## src/rtl/fifo_stream_reader.sv

```systemverilog
// rtl/fifo_stream_reader.sv - pops len bytes from the FIFO and presents them on a valid/ready stream
module fifo_stream_reader #(
   parameter int DATA_WIDTH = 8,
   parameter int LEN_WIDTH  = 16
) (
   input  logic                  clk,
   input  logic                  rst,
   input  logic                  start,
   input  logic [LEN_WIDTH-1:0]  len,
   input  logic                  abort,
   input  logic                  fifo_empty,
   output logic                  fifo_read,
   input  logic [DATA_WIDTH-1:0] fifo_data,
   output logic                  m_valid,
   output logic [DATA_WIDTH-1:0] m_data,
   output logic                  m_last,
   input  logic                  m_ready,
   output logic                  busy,
   output logic                  done,
   output logic [LEN_WIDTH-1:0]  sent
);

   typedef enum logic [1:0] {IDLE, RUN, DRAIN, DONE} state_t;

   state_t                state;
   logic [LEN_WIDTH-1:0]  issue_left;
   logic [LEN_WIDTH-1:0]  len_r;
   logic [1:0]            occ;
   logic                  inflight;
   logic [DATA_WIDTH-1:0] head_q;
   logic [DATA_WIDTH-1:0] tail_q;
   logic                  pop;
   logic                  capture;
   logic [2:0]            pending;

   // Issue decision: bytes already owed to the buffer (held + in flight - leaving) must leave room for one more
   always_comb begin
      pop       = m_valid && m_ready;
      capture   = inflight && !abort;
      pending   = {1'b0, occ} + {2'b00, inflight} - {2'b00, pop};
      fifo_read = (state == RUN) && (issue_left != '0) && !fifo_empty &&
                  (pending <= 3'd1) && !abort && !rst;
   end

   assign m_data = head_q;
   assign m_last = m_valid && (sent == len_r - 1'b1);
   assign busy   = (state == RUN) || (state == DRAIN);
   assign done   = (state == DONE);

   // Two-entry output buffer: capture at the tail, pop from the head; abort drops everything
   always_ff @(posedge clk) begin
      if (rst) begin
         occ     <= 2'd0;
         m_valid <= 1'b0;
         head_q  <= '0;
         tail_q  <= '0;
      end else if (abort) begin
         occ     <= 2'd0;
         m_valid <= 1'b0;
      end else begin
         occ     <= pending[1:0];
         m_valid <= (pending != 3'd0);
         case (occ)
            2'd0: begin
               if (capture) head_q <= fifo_data;
            end
            2'd1: begin
               if (capture && pop) head_q <= fifo_data;
               else if (capture)   tail_q <= fifo_data;
            end
            default: begin
               if (pop) begin
                  head_q <= tail_q;
                  if (capture) tail_q <= fifo_data;
               end
            end
         endcase
      end
   end

   // Transfer sequencing, read/pop counters and the in-flight read flag
   always_ff @(posedge clk) begin
      if (rst) begin
         state      <= IDLE;
         issue_left <= '0;
         len_r      <= '0;
         sent       <= '0;
         inflight   <= 1'b0;
      end else begin
         inflight <= fifo_read;
         if (pop && !abort) sent <= sent + 1'b1;
         if (fifo_read)     issue_left <= issue_left - 1'b1;
         if (abort) begin
            state <= IDLE;
         end else begin
            case (state)
               IDLE: begin
                  if (start) begin
                     len_r      <= len;
                     issue_left <= len;
                     sent       <= '0;
                     // a zero-length request passes through DRAIN so done lands two cycles after start
                     state      <= (len == '0) ? DRAIN : RUN;
                  end
               end
               RUN: begin
                  if (fifo_read && issue_left == LEN_WIDTH'(1)) state <= DRAIN;
               end
               DRAIN: begin
                  if (pending == 3'd0) state <= DONE;
               end
               default: begin
                  state <= IDLE;
               end
            endcase
         end
      end
   end

`ifndef SYNTHESIS
   // A capture into a full buffer that is not draining would lose a byte
   a_no_overflow: assert property (@(posedge clk) disable iff (rst)
      !(capture && occ == 2'd2 && !pop));
`endif

endmodule
```

## config.mk

```make
export PLATFORM = sky130hd
export DESIGN_NAME = fifo_stream_reader
export DESIGN_NICKNAME = d
export VERILOG_FILES = /design/src/rtl/fifo_stream_reader.sv
export SDC_FILE = /design/constraint.sdc
export NUM_CORES = 1
export LEC_CHECK = 0
export ABC_AREA = 1
export CELL_PAD_IN_SITES_DETAIL_PLACEMENT = 0
export CELL_PAD_IN_SITES_GLOBAL_PLACEMENT = 2
export CORE_MARGIN = 5
export CORE_UTILIZATION = 33
export CTS_CLUSTER_DIAMETER = 120
export CTS_CLUSTER_SIZE = 30
export DETAILED_ROUTE_END_ITERATION = 7
export GPL_TIMING_DRIVEN = 1
export PLACE_DENSITY = 0.84
export SKIP_CTS_REPAIR_TIMING = 1
export SYNTH_ARGS = -nofsm -noshare
export SYNTH_HDL_FRONTEND = slang
export SYNTH_SLANG_ARGS = --single-unit
export TNS_END_PERCENT = 10
```

## constraint.sdc

```tcl
create_clock -name clk -period 3.52 [get_ports clk]
set_input_delay 0.528 -clock clk [delete_from_list [all_inputs] [get_ports clk]]
set_output_delay 0.528 -clock clk [all_outputs]
set_load 0.05 [all_outputs]
```

# Word-level counts from Yosys, hierarchy flattened
# Index checks and enable logic that the tools add are counted.
[totals] reg_bits=70 input_bits=30 output_inout_bits=29
[classes] add_sub_neg=5 order_cmp=1 n_eq_ne=12 mux=21 n_bitwise=2 reduce_logical=28
[op_table] operator="2-to-1 mux 16 bit" n=8
[op_table] operator="2-to-1 mux 8 bit" n=6
[op_table] operator="case mux 8 bit (2 select lines)" n=2
[op_table] operator="subtractor 16 x 1 -> 16 bit, second input constant" n=2
[op_table] operator="adder 16 x 1 -> 16 bit, second input constant" n=1
[op_table] operator="equality test 16 x 1 -> 1 bit, second input constant" n=1
[op_table] operator="equality test 16 bit" n=1
[op_table] operator="zero test 16 bit" n=1
[op_table] operator="nonzero test 16 bit" n=1
[op_table] operator="logical AND 1 bit" n=11
[op_table] operator="2-to-1 mux 2 bit" n=4
[op_table] operator="inequality test 2 bit, second input constant" n=4
[op_table] operator="AND reduction 4 bit" n=2
[op_table] operator="case mux 2 bit (3 select lines)" n=1
[op_table] operator="AND reduction 3 bit" n=2
[op_table] operator="nonzero test 3 bit" n=2
[op_table] operator="equality test 2 x 1 -> 1 bit, second input constant" n=2
[op_table] operator="equality test 2 bit, second input constant" n=2
[op_table] operator="zero test 2 bit" n=2
[op_table] operator="inequality test 2 x 1 -> 1 bit, second input constant" n=2
[op_table] operator="adder 2 x 1 -> 3 bit" n=1
[op_table] operator="<= comparator 3 x 1 -> 1 bit, second input constant" n=1
[op_table] operator="zero test 1 bit" n=3
[op_table] operator="zero test 3 bit" n=1
[op_table] operator="other kinds (5)" n=6

# Logic depth before layout (Yosys ltp)
[depth] depth_word=10 depth_mapped=17 mapped_depth_nobuf=17

# Worst setup path before layout
# No wires, ideal clock.
[synth_path] path_type="reg2out" startpoint="reg m_valid" endpoint="out fifo_read" arrival_time_ns=2.377 t_required_ns=2.992 slack_ns=0.615 path_stages_with_launch=13 path_cell_list="dfxtp_1 nand2_1 inv_2 ha_1 inv_1 ha_1 fa_1 inv_1 nand3_2 nor2_4 nand2_8 inv_6 buf_6"
[synth_between] elab_chain_cells=6
[synth_rtl] element="from (decl)" line_no="14" rtl="output logic m_valid,"
[synth_rtl] element="from (signal assigned)" line_no="62" rtl="m_valid <= (pending != 3'd0);"
[synth_rtl] element="logical AND 1 bit" line_no="38" rtl="pop = m_valid && m_ready;"
[synth_rtl] element="subtractor 3 x 1 -> 3 bit" line_no="40" rtl="pending = {1'b0, occ} + {2'b00, inflight} - {2'b00, pop};"
[synth_rtl] element="named net pending[1]" line_no="34" rtl="logic [2:0] pending;"
[synth_rtl] element="<= comparator 3 x 1 -> 1 bit" line_no="42" rtl="(pending <= 3'd1) && !abort && !rst;"
[synth_rtl] element="logical AND 1 bit" line_no="41" rtl="fifo_read = (state == RUN) && (issue_left != '0) && !fifo_empty &&"
[synth_rtl] element="logical AND 1 bit (2 in series)" line_no="42"
[synth_rtl] element="to (decl)" line_no="12" rtl="output logic fifo_read,"
# The timed path passes the listed nets, and every way through them passes these cells.

# Worst setup path after layout
[layout_path] startpoint="in m_ready" endpoint="out fifo_read"
[layout_between] elab_chain_cells=6
[layout_rtl] element="from (decl)" line_no="17" rtl="input logic m_ready,"
[layout_rtl] element="logical AND 1 bit" line_no="38"
[layout_rtl] element="subtractor 3 x 1 -> 3 bit" line_no="40"
[layout_rtl] element="named net pending[1]" line_no="34"
[layout_rtl] element="<= comparator 3 x 1 -> 1 bit" line_no="42"
[layout_rtl] element="logical AND 1 bit" line_no="41"
[layout_rtl] element="logical AND 1 bit (2 in series)" line_no="42"
# The timed path passes the listed nets, and every way through them passes these cells.

==> out/qor.csv <==
metric;value;unit
globalRouteTotalUtil;15.07;%
cts-root-buf;clkbuf_16;
drt-met1-wl;5307;um
synth_area_leaders;dfxtp_1 (33%), nand2_1 (13%), nor2_1 (8.2%), inv_1 (7.7%), nand3_1 (3.5%);
dp_hpwl;8433;um
place_ws;0.1739;ns
worstHoldPathCells;2;
nNetsFinal;736;
tightest_slew;0.7167;ns
drt_iter0_drc;159;
cts_max_path_buffers;2;
grt_max_degree;33;
synthMuxAreaShare;1.865;%
syn_to_final_growth;24.88;%
power_density;420.0;nW/um2
cp.arrival;2.79;ns
start_util;33.89;%
wl_met3;523;um
rr_worst_depth;16;
hold_viol;0;
critPathRequiredTime;2.99;ns
synth_compound_area_share;11.80;%
drt_first_pass_iters;4;
synth_top_family_by_area;simple AND/OR/NAND/NOR gates;
io_pins;59;
rsz0062_at_grt;false;
num_vias;3905;
dieWidth;124.1;um
wl_per_cell;12.53;um
numCtsBuffers;9;
final_cell_mix;nand2_1 (149), nor2_1 (94), inv_1 (88);
port-buffer-count;58;
diodes;0;
synth_seq_area_share;32.63;%
cts_tree;done;
synthesis.area;4294;um2
synth-warning-count;0;
via_per_inst;4.483;
fillCellCount;1363;
postPlaceCellArea;5059;um2
crit_path_end_kind;primary output;
setup_slack;0.2005;ns
path_class;input pin to primary output;
leakage;0.002402;uW
die_h;124.1;um
synth_xor_xnor_area_share;5.099;%
period_share;94.31;%
final_antenna_net_count;0;
synth_fa_ha_area_share;3.671;%
timing.final.crit_period;3.320;ns
syn_inst;631;
clk_latency;0.33;ns
yosys.area.top_type;dfxtp_1;
max_slew_margin;52.07;%
maxCapViolCount;0;
clock.fmax;0.3012;GHz
cp_slowest_stage_delay;0.42;ns
top_layer_used;met4;
remaining_drc_errors;0;
finalMaxSlewViolations;0;
place_congestion;0.8174;
fin_area;5363;um2
final_common_cell;nand2_1;
antenna_found_initial;0;
hold_path_class;register to register;
synth-seq-cells;70;
grt_overflow;0;
met2WireLength;4912;um
slowest_stage;fa_1;
grt_pass1_wl;18130;um
dieArea;15390;um2
grt_pass1_vias;3782;
cts.sinks;70;
peakVddDrop;0.2715;mV
worstSetupStartpointType;input pin;
tns;0;ns
clk_pin_slew;0.06;ns
yosys.area_share.simple;34.38;%
critPathMaxFanout;18;
clock_skew;0.005050;ns
placementRows;41;
yosysTopAreaCellShare;32.63;%
drive_gt1_share;10.01;%
fin_util;42.32;%
setup_viol;0;
htreeDepth;3;
fin_hold_ws;0.4455;ns
status;completed;
wl;10920;um
synthesis.nets;673;
synth.distinct_cells;41;
path_cells;clkdlybuf4s50_1 > nand2_1 > inv_2 > ha_1 > inv_1 > ha_1 > fa_1 > inv_1 > nand3_2 > nor2_4 > nand2_8 > inv_6 > buf_12;
syn_area_per_cell;6.805;um2
coreArea;12670;um2
metal layers:
metal / up-vias / GRT usage (%)
li1: 2107 / -
met1: 1710 / 19.87
met2: 76 / 24.36
met3: 12 / 3.088
met4: 0 / 5.544
met5: - / 0
logic make-up after synthesis:
family          count (synthesis)
xor+xnor                       25
simple gates                  328
fa+ha+maj                      12
buf+inv                       106
flops                          70
mux                             8
compound gates                 82
cell usage after synthesis, drive strengths merged:
| master | instances |
|---|---|
| nand2 | 155 |
| nor2 | 116 |
| inv | 93 |
| dfxtp | 70 |
| o21ai | 33 |
| nand3 | 32 |
| a21oi | 31 |
| xor2 | 17 |
| nor3 | 14 |
| buf | 11 |
| ha | 11 |
| o21bai | 9 |
| mux2i | 8 |
| xnor2 | 8 |
| a31o | 5 |
| nand4 | 5 |
| nand3b | 4 |
| a211oi | 2 |
| clkbuf | 2 |
| a22oi | 1 |
| a31oi | 1 |
| and2 | 1 |
| fa | 1 |
| nor4 | 1 |
through the flow:
step,instances,power [uW]
after floorplan,631,1214
after global placement,855,1337
after detailed placement,855,1342
after CTS,871,2282
after global routing,871,2381
final,871,2252
power by group:
group / switching, uW / internal (uW)
Sequential: 38.0 / 829
Combinational: 273 / 180
Clock: 348 / 584
layout make-up:
type	count	area, um2	share of cell area (%)
Clock inverter	4	45.04	0.8399
Sequential cell	70	1401	26.13
Timing Repair Buffer	65	645.6	12.04
Tap cell	172	215.2	4.013
Inverter	93	359.1	6.696
Clock buffer	12	256.5	4.783
Multi-Input combinational cell	455	2440	45.50
flip-flops by register name, indices dropped and copies added (netlist names):
name / cells
m_data: 8
sent: 16
len_r: 16
inflight: 1
state: 2
issue_left: 16
m_valid: 1
occ: 2
tail_q: 8
critical path, delay by kind of cell:
family                     cells  cell delay, ns
adders and majority gates      3            0.86
and+or+nand+nor                4            0.50
buffers and inverters          6            0.89
worst paths after layout:
| kind | startpoint | slack, ns | end |
|---|---|---|---|
| setup reg to reg | m_valid$_SDFF_PP0_ | 1.00 | issue_left[2]$_SDFF_PP0_ |
| setup / recovery | m_ready | 0.20 | fifo_read |
| hold reg to reg | tail_q[0]$_SDFFE_PP0P_ | 0.45 | tail_q[0]$_SDFFE_PP0P_ |
| hold / removal | tail_q[0]$_SDFFE_PP0P_ | 0.45 | tail_q[0]$_SDFFE_PP0P_ |
No activity file was read; power rests on OpenSTA's default activity.
==> patch 1 (same settings) <==
Change the parameter `LEN_WIDTH` from 16 to 8.
--- a/src/rtl/fifo_stream_reader.sv
+++ b/src/rtl/fifo_stream_reader.sv
@@ -2,5 +2,5 @@
 module fifo_stream_reader #(
    parameter int DATA_WIDTH = 8,
-   parameter int LEN_WIDTH  = 16
+   parameter int LEN_WIDTH  = 8
 ) (
    input  logic                  clk,
Interface: changed (resized len and sent); port bits go from 59 to 43. No check against the original RTL was run, so the function may have changed too.
==> patch 1 against the original RTL <==
- cell area is 40% lower
- sequential cell count shrank 24
- wire length is 44% lower
- power down 51%
- hold slack better by 46 ps
- combinational power is 53% lower
- synthesized area is 39% lower
- setup slack gained 80 ps
- critical path depth stayed put
- critical endpoint unchanged
- largest cell class unchanged
==> patch 1: results (changes against the original RTL) <==
The share of layout cells above drive strength 1 is 8.43% (-1.6 points). The number of H-tree levels came out at 2 (-1). The fraction of registers with async set or reset after synthesis is 0% (unchanged). The delay of the slowest critical-path stage is 430 ps. The largest driver fanout on the critical path is 10 (-8).

The per-cell routed wire length came to 11.8 µm (-5.5%). The minimum setup slack after placement is 290 ps (+116 ps). The fraction of the yosys area taken by sequential cells is 35.4% (+2.8 points). The all-layer global routing usage came out at 12.9% (-2.2 points). The arrival time at the worst endpoint came out at 2710 ps (-80 ps). The largest clock skew in the final design came to 10.3 ps (+5.29 ps). The first-pass iteration count of the detailed router is 6 (+2).

The count of routing violations after the opening detailed-route iteration is 71 (-55%). The detailed-placement wirelength estimate came to 4740 µm (-44%). The number of port buffers is 42 (-28%). The clock-pin slew on the worst setup and hold paths is 90 ps (+30 ps). The wire length of the first global-routing pass came out at 10,200 µm (-44%). The clock insertion delay at the later pin of the skew report is 300 ps (-30 ps). The peak supply drop came out at 138 µV (-49%).

The final antenna diode count is 0 (unchanged). The number of nets in the final layout came to 448 (-39%). The post-synthesis net count is 402 (-40%).

The count of distinct cell types in the synthesized netlist came to 34 (-17%). The synthesized area divided by synthesized cell count is 7.07 µm² (+3.8%). The number of buffers created by CTS is 5 (-4). In this run the worst hold path is classified as flip-flop to flip-flop.

Clock tree synthesis selected as its root buffer the cell sky130_fd_sc_hd__clkbuf_8. The vias after detailed routing is 2,325 (-40%). The number of cells after detailed placement is 509 (-40%). The largest net degree at the start of global routing is 21 (-36%).

The number of warnings issued by yosys is 0 (unchanged). The static leakage power came out at 1.41 nW (-41%). The switching part of the total came to 29.3% (about the same). The slew at the pin closest to its max-slew limit is 569 ps (-147 ps). The number of global-route vias before repair came to 2,200 (-42%). The non-filler instance count after layout came out at 517 (-41%). The weighted congestion reported at the end of routability-driven placement came out at 0.760 (-7.0%). The number of buffers on the longest clock path came to 2 (unchanged). Counting instances in the post-synthesis netlist gives the leading cell types as 76 x sky130_fd_sc_hd__nand2_1, 61 x sky130_fd_sc_hd__nor2_1, 52 x sky130_fd_sc_hd__inv_1. The slowest stage of the critical path is the sky130_fd_sc_hd__fa_1 cell.

The run finished with clean final reports. Yosys attributes the largest share of cell area to sky130_fd_sc_hd__dfxtp_1 35%, sky130_fd_sc_hd__nand2_1 11%, sky130_fd_sc_hd__nor2_1 8.8%. The kind of cell with the highest combined delay along the critical path is adder cells.

The initial antenna violation count is 0 (unchanged). Summed over all instances, the cell type with the most area after synthesis is sky130_fd_sc_hd__dfxtp_1.
==> patch 1: changes by cell type after synthesis, sizes merged, moves of 14 or more <==
cell / unedited run / this run
a21oi: 31 / 13
dfxtp: 70 / 46
inv: 93 / 54
nand2: 155 / 80
nand3: 32 / 18
nor2: 116 / 67
==> patch 1: routing by layer <==
| layer | vias up | part of all wire, % | GRT usage [%] |
|---|---|---|---|
| met3 | 7 | 3.3 | 2.90 |
| met2 | 33 | 44 | 20.0 |
| li1 | 1248 | - | - |
| met5 | - | 0 | 0 |
| met1 | 1037 | 52 | 17.9 |
| met4 | 0 | 1.1 | 3.78 |
==> patch 1: area by class of cell <==
| class | count | area (µm²) |
|---|---|---|
| Inverter | 55 | 211 |
| Multi-Input combinational cell | 262 | 1430 |
| Sequential cell | 46 | 921 |
| Timing Repair Buffer | 44 | 445 |
| Fill cell | 839 | 4460 |
| Clock buffer | 6 | 82.6 |
| Tap cell | 102 | 128 |
| Clock inverter | 2 | 12.5 |
==> patch 1: per-stage QoR <==
step | instance area, µm² | hold slack (ps)
final | 3230 | 491
after global routing | 3230 | 515
after CTS | 3230 | 496
after detailed placement | 3130 | 477
after global placement | 3130 | 466
after floorplan | 2600 | 455
==> patch 1: worst min-delay path: cells and delay by family, from the launching register on <==
kind / cells / cell delay [ps]
DFF: 1 / 340
and+or+nand+nor: 2 / 130
==> patch 1: power groups by stage <==
stage / Clock [mW] / Combinational (mW) / Sequential, mW
finish: 0.343 / 0.214 / 0.551
global route: 0.383 / 0.244 / 0.554
global placement: 0 / 0.215 / 0.563
detailed placement: 0 / 0.215 / 0.563
CTS: 0.360 / 0.216 / 0.551
floorplan: 0 / 0.149 / 0.564
==> patch 1: kinds of logic (layout without fill, tap and decap cells) <==
family | Yosys count | in the layout | synth area share, %
multiplexers | 8 | 8 | 3.08
flip-flops | 46 | 46 | 35.4
buffers and inverters | 60 | 107 | 9.67
AND/OR/NAND/NOR | 178 | 178 | 30.0
XOR/XNOR | 16 | 16 | 5.39
adder cells (fa/ha/maj) | 12 | 12 | 6.06
AO/OA/AOI/OAI | 48 | 48 | 10.4
==> patch 1: final timing paths <==
| check | to | cells past startpoint | slack [ps] | start |
|---|---|---|---|---|
| setup / recovery | fifo_read | 13 | 280 | m_ready |
| hold reg to reg | tail_q[3] | 2 | 490 | tail_q[3] |
| setup reg to reg | state[0] | 12 | 1160 | m_valid |
| hold / removal | tail_q[3] | 2 | 490 | tail_q[3] |
==> patch 2 (same flow settings) <==
Without the edit above. Re-encode `state_t` (4 states) as one-hot, 4 bits wide.
--- a/src/rtl/fifo_stream_reader.sv
+++ b/src/rtl/fifo_stream_reader.sv
@@ -21,5 +21,5 @@
 );
 
-   typedef enum logic [1:0] {IDLE, RUN, DRAIN, DONE} state_t;
+   typedef enum logic [3:0] {IDLE = 4'b0001, RUN = 4'b0010, DRAIN = 4'b0100, DONE = 4'b1000} state_t;
 
    state_t                state;
Behaviour: same outputs for any inputs over 4 cycles, from zero or initial values and one cycle with rst high; so few cycles prove little.
==> patch 2 against the original RTL <==
- setup slack better by 19 ps
- sequential cell count increased by 2
- synthesized area is 1.7% lower
- sequential share of layout area rose by 1.2 points
- core utilization shrank 0.30 points
- wire length is 3.2% higher
- power down 0.87%
- cell area is 1.5% lower
==> patch 2: results (changes against the original RTL) <==
The number of cells after detailed placement is 884 (+3.4%). The vias after detailed routing came out at 4,091 (+4.8%). The final core utilization is 42.0% (-0.30 points). The met2 wirelength from detailed routing was 5170 µm (+5.2%).

The final critical-path required period is 3300 ps (-18.9 ps). The placement-stage cell area is 4990 µm² (-1.3%). The largest clock skew in the final design is 6.66 ps (+1.61 ps). The static leakage power is 2.52 nW (+4.9%). The total length of routed met3 wires came out at 399 µm (-24%). The run finished with clean final reports. The met1 routed wirelength after detailed routing is 5530 µm (+4.3%). The routing usage on met3 came out at 3.71% (+0.62 points). The fill cell total of the finished layout came out at 1,372 (+0.66%). The clock reaches the later pin of the worst-skew pair after 340 ps.

In this run the critical register-to-register path is captured at issue_left[4]. The weighted congestion reported at the end of routability-driven placement came out at 0.835 (+2.2%). The largest net degree at the start of global routing came out at 28 (-15%). The wire length of the first global-routing pass was 19,500 µm (+7.3%). The share of layout cells above drive strength 1 is 6.18% (-3.8 points). The fraction of the yosys area taken by sequential cells was 34.2% (+1.5 points). The worst-case reg-to-reg path depth is 15 (-1). The headroom to the max-slew limit came out at 64.1% (+12 points). The share of total power in the clock network is 39.4% (-2.0 points). The commonest cells after synthesis are 166 x sky130_fd_sc_hd__nand2_1, 103 x sky130_fd_sc_hd__inv_1, 99 x sky130_fd_sc_hd__nor2_1. The critical path's top delay family is adder cells. The post-synthesis net count came out at 698 (+3.7%). The largest driver fanout on the critical path is 5 (-13). The synthesized area divided by synthesized cell count came to 6.38 µm² (-6.2%). The share of power burned in combinational logic came out at 20.4% (+0.3 points). The number of global-route vias before repair is 3,978 (+5.2%).

The startpoint of the lowest-slack hold path is tail_q[6]. The initial antenna violation count came out at 0 (unchanged). The delay of the slowest critical-path stage came out at 430 ps. The first-pass iteration count of the detailed router is 5 (+1).

The minimum setup slack after placement came to 198 ps (+24.4 ps). The fraction of met2 tracks used by global routing came out at 26.8% (+2.4 points). The switching power summed over all nets came out at 0.664 mW (+0.74%).

The wire length after detailed routing is 11,300 µm (+3.2%). The number of port buffers is 58 (unchanged). The number of nets in the final layout is 760 (+3.3%). The count of routing violations after the opening detailed-route iteration was 216 (+36%). The per-cell routed wire length is 12.5 µm (-0.10%). The path with the worst hold slack has its endpoint at tail_q[6]. The cell-internal power is 1.57 mW (-1.5%). The all-layer global routing usage came out at 16.6% (+1.5 points). The arrival time at the worst endpoint is 2770 ps (-20 ps).

Ranked by total cell area, the synthesized netlist is headed by sky130_fd_sc_hd__dfxtp_1 34%, sky130_fd_sc_hd__nand2_1 15%, sky130_fd_sc_hd__inv_1 9.2%. The number of H-tree levels came out at 3 (unchanged). The count of distinct cell types in the synthesized netlist is 36 (-12%). The final hold slack came out at 447 ps (+1.39 ps). The detailed-placement wirelength estimate came out at 8860 µm (+5.0%). The peak supply drop was 212 µV (-22%).
## patch 2: cell count changes after synthesis, sizes merged, moves of 6 or more
cell   delta
mux2i     -8
xor2      -6
o21ai    +32
a21oi    -16
nor3      -6
inv      +17
nor2     -10
nand2    +19
nand3    +13
## patch 2: cells by family (layout without fill, tap and decap cells)
group                      after synthesis  count (layout)  share of synthesized area, %
AOI/OAI and AO/OA                       90              90                          11.3
xor gates and xnor gates                24              24                          4.98
buffers and inverters                  121             188                          11.4
adders and majority gates                7               7                          2.25
DFF                                     72              72                          34.2
and+or+nand+nor                        347             347                          36.0
## patch 2: layout make-up
type                    instances  area, µm²  area share, %
clock inverters                 2       12.5          0.237
repair buffers                 62        623           11.8
well taps                     172        215           4.07
clock buffers                  14        274           5.19
multi-input cells             468       2300           43.5
flip-flops and latches         72       1440           27.3
inverters                     110        415           7.87
